**src/rtl/acc_pkg.sv**
```systemverilog
// Shared opcode set and width helpers for
// the program-cache accumulator.
package acc_pkg;

  typedef enum logic [2:0] {
    OP_ADD    = 3'd0,
    OP_ACC    = 3'd1,
    OP_MAC    = 3'd2,
    OP_SUB    = 3'd3,
    OP_POPCNT = 3'd4,
    OP_REV    = 3'd5,
    OP_LOOP   = 3'd6,
    OP_HALT   = 3'd7
  } op_e;

  localparam int DEF_DATA_W = 10;
  localparam int DEF_VAL_W  = 4;
  localparam int DEF_DEPTH  = 32;

  function automatic int pc_width(input int depth);
    return $clog2(depth);
  endfunction

  function automatic int wide_width(input int dw);
    return 2 * dw + 1;
  endfunction

endpackage

```
**src/rtl/acc_alu.sv**
```systemverilog
// Combinational datapath for one instruction:
// wide arithmetic, overflow, wrap or clamp.
module acc_alu
  import acc_pkg::*;
#(
  parameter int DATA_W   = 10,
  parameter int VAL_W    = 4,
  parameter int SATURATE = 0
) (
  input  op_e               op,
  input  logic [DATA_W-1:0] p0,
  input  logic [DATA_W-1:0] p1,
  input  logic [VAL_W-1:0]  v,
  output logic [DATA_W-1:0] next_p0,
  output logic              ovf
);

  localparam int WIDE_W = wide_width(DATA_W);

  logic [WIDE_W-1:0] a, b, vw, wide, max_w;
  logic [DATA_W-1:0] pop, rev;
  logic              under, big;

  assign a     = WIDE_W'(p0);
  assign b     = WIDE_W'(p1);
  assign vw    = WIDE_W'(v);
  assign max_w = WIDE_W'({DATA_W{1'b1}});

  // bit count and bit reversal of p0
  always_comb begin
    pop = '0;
    rev = '0;
    for (int i = 0; i < DATA_W; i++) begin
      pop    = pop + DATA_W'(p0[i]);
      rev[i] = p0[DATA_W-1-i];
    end
  end

  // opcode select, overflow detect, wrap/clamp
  always_comb begin
    wide    = a;
    under   = 1'b0;
    big     = 1'b0;
    next_p0 = p0;
    unique case (op)
      OP_ADD:    wide = a + vw;
      OP_ACC:    wide = a + b + vw;
      OP_MAC:    wide = a * b + vw;
      OP_SUB: begin
        wide  = a - vw;
        under = vw > a;
      end
      OP_POPCNT: wide = WIDE_W'(pop);
      OP_REV:    wide = WIDE_W'(rev);
      default:   wide = a;
    endcase
    big     = !under && (wide > max_w);
    next_p0 = wide[DATA_W-1:0];
    if (SATURATE != 0) begin
      if (under)    next_p0 = '0;
      else if (big) next_p0 = '1;
    end
  end

  assign ovf = under | big;

endmodule

```
**src/rtl/prog_accumulator.sv**
```systemverilog
// Program-cache accumulator: loads (op, value)
// pairs, then runs them in a loop on p0/p1.
module prog_accumulator
  import acc_pkg::*;
#(
  parameter int DATA_W   = DEF_DATA_W,
  parameter int VAL_W    = DEF_VAL_W,
  parameter int DEPTH    = DEF_DEPTH,
  parameter int SATURATE = 0
) (
  input  logic                     clk,
  input  logic                     reset,
  input  logic                     mode,
  input  logic                     in_valid,
  input  logic                     cache_clr,
  input  logic [2:0]               opCode,
  input  logic [VAL_W-1:0]         value,
  output logic [DATA_W-1:0]        result,
  output logic                     result_valid,
  output logic                     cacheFull,
  output logic                     invalidOp,
  output logic                     overflow,
  output logic                     halted,
  output logic [$clog2(DEPTH)-1:0] pc_out
);

  localparam int PC_W  = pc_width(DEPTH);
  localparam int CNT_W = PC_W + 1;

  logic [2:0]       op_mem  [DEPTH];
  logic [VAL_W-1:0] val_mem [DEPTH];

  logic [CNT_W-1:0]  count;
  logic [PC_W-1:0]   pc, loop_start;
  logic [PC_W-1:0]   ls_eff, pc_next;
  logic [DATA_W-1:0] p0, p1, alu_p0;
  logic [VAL_W-1:0]  cur_val;
  op_e               cur_op;
  logic              alu_ovf, wrap;
  logic              load_req, loop_bad;
  logic              load_ok, run_go;

  assign cur_op  = op_e'(op_mem[pc]);
  assign cur_val = val_mem[pc];

  assign load_req = !cache_clr && !mode && in_valid;
  assign loop_bad = (op_e'(opCode) == OP_LOOP) &&
                    (32'(value) >= 32'(DEPTH));
  assign load_ok  = load_req && !loop_bad &&
                    (count < CNT_W'(DEPTH));
  assign run_go   = !cache_clr && mode &&
                    !halted && (count != '0);

  assign cacheFull = count == CNT_W'(DEPTH);
  assign pc_out    = pc;

  // a LOOP at the wrap point redirects this edge
  assign ls_eff = (cur_op == OP_LOOP) ?
                  PC_W'(cur_val) : loop_start;
  assign wrap   = (CNT_W'(pc) + 1'b1) >= count;

  // next PC: hold on HALT, step, or wrap
  always_comb begin
    pc_next = pc + 1'b1;
    if (cur_op == OP_HALT)
      pc_next = pc;
    else if (wrap)
      pc_next = (CNT_W'(ls_eff) >= count) ?
                '0 : ls_eff;
  end

  acc_alu #(
    .DATA_W   (DATA_W),
    .VAL_W    (VAL_W),
    .SATURATE (SATURATE)
  ) u_alu (
    .op      (cur_op),
    .p0      (p0),
    .p1      (p1),
    .v       (cur_val),
    .next_p0 (alu_p0),
    .ovf     (alu_ovf)
  );

  // instruction cache write port
  always_ff @(posedge clk) begin
    if (load_ok) begin
      op_mem[count[PC_W-1:0]]  <= opCode;
      val_mem[count[PC_W-1:0]] <= value;
    end
  end

  // control state, accumulators and outputs
  always_ff @(posedge clk or negedge reset) begin
    if (!reset) begin
      count        <= '0;
      pc           <= '0;
      loop_start   <= '0;
      halted       <= 1'b0;
      p0           <= '0;
      p1           <= '0;
      result       <= '0;
      result_valid <= 1'b0;
      invalidOp    <= 1'b0;
      overflow     <= 1'b0;
    end else begin
      result_valid <= 1'b0;
      invalidOp    <= 1'b0;
      if (cache_clr) begin
        count      <= '0;
        pc         <= '0;
        loop_start <= '0;
        halted     <= 1'b0;
      end else if (!mode) begin
        pc     <= '0;
        halted <= 1'b0;
        if (in_valid) begin
          if (load_ok) count     <= count + 1'b1;
          else         invalidOp <= 1'b1;
        end
      end else if (run_go) begin
        p1           <= p0;
        p0           <= alu_p0;
        result       <= alu_p0;
        result_valid <= 1'b1;
        overflow     <= alu_ovf;
        pc           <= pc_next;
        if (cur_op == OP_LOOP) loop_start <= ls_eff;
        if (cur_op == OP_HALT) halted     <= 1'b1;
      end
    end
  end

endmodule

```
**config.mk**
```make
export PLATFORM = sky130hd
export DESIGN_NAME = prog_accumulator
export DESIGN_NICKNAME = d
export VERILOG_FILES = /design/src/rtl/acc_pkg.sv /design/src/rtl/acc_alu.sv /design/src/rtl/prog_accumulator.sv
export SDC_FILE = /design/constraint.sdc
export NUM_CORES = 1
export LEC_CHECK = 0
export BUFFER_PORTS_ARGS = -buffer_cell sky130_fd_sc_hd__buf_2
export CAP_MARGIN = 30
export CORE_ASPECT_RATIO = 0.6
export CORE_UTILIZATION = 25
export CTS_CLUSTER_SIZE = 12
export DETAILED_ROUTE_END_ITERATION = 7
export MAX_ROUTING_LAYER = met4
export PLACE_DENSITY = 0.51
export SLEW_MARGIN = 20
export SYNTH_ARGS = -nofsm -noshare
export SYNTH_HDL_FRONTEND = slang
export SYNTH_SLANG_ARGS = --single-unit
export TNS_END_PERCENT = 1
```
**constraint.sdc**
```tcl
create_clock -name clk -period 12.1 [get_ports clk]
set_clock_uncertainty 0.05 [all_clocks]
set_input_delay 2.42 -clock clk [delete_from_list [all_inputs] [get_ports clk]]
set_output_delay 2.42 -clock clk [all_outputs]
set_load 0.1 [all_outputs]
```
==> metrics <==
aggregate global routing overflow=0; CTS Buf Count=29; PortBufs=31; Post-CTS Setup Bufs=0; maximum clock rate=0.145 GHz; Synth Flop Type=edfxtp_1; First DRT Iteration DRCs=roughly 1100; CP max stage cell=dfrtp_1; io pins=32; hold depth=1; Final Max Tran Viols=0; post_cts resized=0; adder-cell area share of the yosys netlist=~17%; Worst setup EP type=flip-flop; FFs w/ async S/R, synth=between 15 and 20%; wire length of the first global-routing pass=68.6 mm; biggest area consumer among synthesized cells=edfxtp_1; post-synth cell types=80; core area=about 65000 um^2; RSZ-0062 raised after global routing=false; cell with the most instances after synthesis=edfxtp_1; WP data required=between 10 and 15 ns; Die Footprint=approximately 67000 um^2; reg2reg setup slack=~5.2 ns; DR pass1 iterations=5; main combinational cell family by area after synthesis=adder cells; Synth Cell Area=approximately 16000 um^2; CP top delay family=adder cells; register area share after synthesis=roughly 47%; area of the multi-input gates=about 8100 um^2; worst slew pin tran=around 0.91 ns; RD Place Congestion=0.862; Max clock buf depth=3; Synth Area in Simple Gates=between 10% and 20%; synth cell count leaders=224 x edfxtp_1, 110 x inv_1, 105 x nand2_1; post-synthesis compound-gate area fraction=between 7 and 8%; final hold viol count=0; buffers plus inverters on the worst setup path=5; worst hold endpoint=loop_start[4]; Filler Cell Count=6553; width of the die=about 330 um; Storage cell area=about 7700 um^2; GR Util met3=under 10%; Placed Area=17500 um^2; global routing met1 resource utilization=between 20% and 30%; Worst-path clk slew=around 0.070 ns; Worst-Skew Late Latency=0.55 ns; Mapped Nets=~1500; max_cap viols=0; Crit path arrival time=slightly above 7 ns; number of global-route vias before repair=roughly 11000; CTS root buffer=clkbuf_16; critical setup path kind=reg2reg; min Tclk post-route=approximately 7 ns; outcome=complete, no violations; setup TNS=0 ns; DIE HEIGHT=about 200 um; nets=about 1500; area delta synth->final=11.6%; DRT Wirelength=roughly 45 mm; layout cells sized above 1=between 10% and 20%; post-synth top area share=a little over 40%; Post-Layout Cell Count=roughly 2200; gr busiest metal=met1; ant diodes=0; Post-synth EDFFs=approximately 220; CTS H-tree depth=1; Cell Rows=slightly above 70; FF-to-FF Start=p0[6]; total number of vias=10600; Worst Hold Class=reg2reg; ranking of synthesized cells by area=edfxtp_1 41%, fa_1 8.9%, ha_1 7.7%, mux4_2 7.5%, dfrtp_1 6.1%; multiplexer area fraction after synthesis=10.4%; R2R cell count=21; xor/xnor cell area share of the yosys netlist=between 2 and 3%; Initial Utilization=approximately a quarter; gr usage total=roughly 14%; critical-path cell list=nand2_1 -> fa_1 -> inv_1 -> fa_1 -> inv_1 -> fa_1 -> inv_1 -> fa_1 -> inv_1 -> fa_1 -> inv_1 -> ha_1 -> a211oi_1 -> o211ai_1 -> a2111oi_2 -> nor3_1 -> or4_1 -> a2111oi_0 -> o32ai_1 -> nor3_1 -> a21oi_1; Power Density=between 200 and 250 nW/um^2; Slew HR=38.9%; period utilisation layout=around 57%; initial antenna violation count=2; TritonCTS clock tree=built; post-DP HPWL=between 30 and 40 mm; LEAKAGE=between 6 and 7 nW; WL per Instance=20.4 um; Synth Warn #=0; hold buffer count at CTS=0; worst min-delay path startpoint=loop_start[4]; Worst VDD drop=roughly 0.096 mV; DRC viols=0; cell area after layout=18400 um^2; crit-path max FO=19; Gate Count Post-Synth=1323; pin count of the biggest net entering global routing=49; #FFs+latches synth=between 200 and 300; Reg2Reg Capture Point=overflow; Syn Area/Cell=12.5 um^2; CP Launch Type=flip-flop; CP peak stage delay=0.78 ns; Via density=between 4 and 5; Antenna Violating Nets Remaining=0; final setup fails=0; Placed Cells=approximately 2200; number of clock sinks=about 260; Total Power=3.95 mW; met2 GRT Util=about 18%
[routing by layer]
metal	vias to the layer above	wire length (um)
met1	5425	23500
li1	4817	-
met4	0	693
met5	-	0
met2	319	17400
met3	53	3280
[power by group]
| group | switching [mW] | internal, mW |
|---|---|---|
| clock | 0.355 | 0.477 |
| sequential | 0.106 | 1.02 |
| combinational | 1.24 | 0.746 |
[kinds of logic (layout without fill, tap and decap cells)]
| family | after synthesis | after routing |
|---|---|---|
| AND/OR/NAND/NOR | 378 | 378 |
| flip-flops | 264 | 264 |
| AO/OA/AOI/OAI | 197 | 197 |
| adder cells (fa/ha/maj) | 175 | 175 |
| buffers and inverters | 170 | 199 |
| multiplexers | 93 | 93 |
| XOR/XNOR | 46 | 46 |
[metrics by stage]
stage / hold WS (ns) / setup slack [ns] / utilization [%]
final: 0.465 / 5.22 / 28.4
after global routing: 0.505 / 4.77 / 28.4
after CTS: 0.468 / 5.21 / 28.4
after detailed placement: 0.451 / 5.23 / 27.1
after global placement: 0.444 / 5.40 / 27.1
after floorplan: 0.428 / 5.11 / -
[worst max-delay path by stage]
| stage | start | endpoint | cells after the start |
|---|---|---|---|
| after floorplan | p0[5] | overflow | 23 |
| after global placement | p0[6] | overflow | 21 |
| after detailed placement | p0[6] | overflow | 21 |
| after CTS | p0[6] | overflow | 21 |
| after global routing | p0[6] | overflow | 21 |
| final | p0[6] | overflow | 21 |
[area by class of cell]
class | instances | area share (%)
Tap cell | 851 | 5.79
Inverter | 110 | 2.24
Timing Repair Buffer | 44 | 1.37
Sequential cell | 264 | 42.0
Clock buffer | 35 | 4.07
Clock inverter | 10 | 0.612
Multi-Input combinational cell | 889 | 43.9
[placed cells by master, fill, tap and decap left out, types with 10 or more instances in the layout]
cell	count
edfxtp_1	224
inv_1	110
nand2_1	105
ha_1	102
nor2_1	90
fa_1	73
and2_1	57
mux4_2	55
a21oi_1	47
o21ai_0	47
dfrtp_1	37
buf_2	31
xnor2_1	29
clkbuf_16	29
nand3_1	27
mux2i_1	26
xor2_1	16
nor3_1	14
nor2b_1	13
nand2b_1	13
buf_4	13
a21o_1	12
a22oi_1	10
[sequential cells by signal (all words and copies together), names as in the netlist]
signal,cells
p1,10
loop_start,5
overflow,1
invalidOp,1
pc_out,5
op_mem,96
val_mem,128
p0,10
halted,1
result_valid,1
count,6
Power figures use the tool's default switching activity.
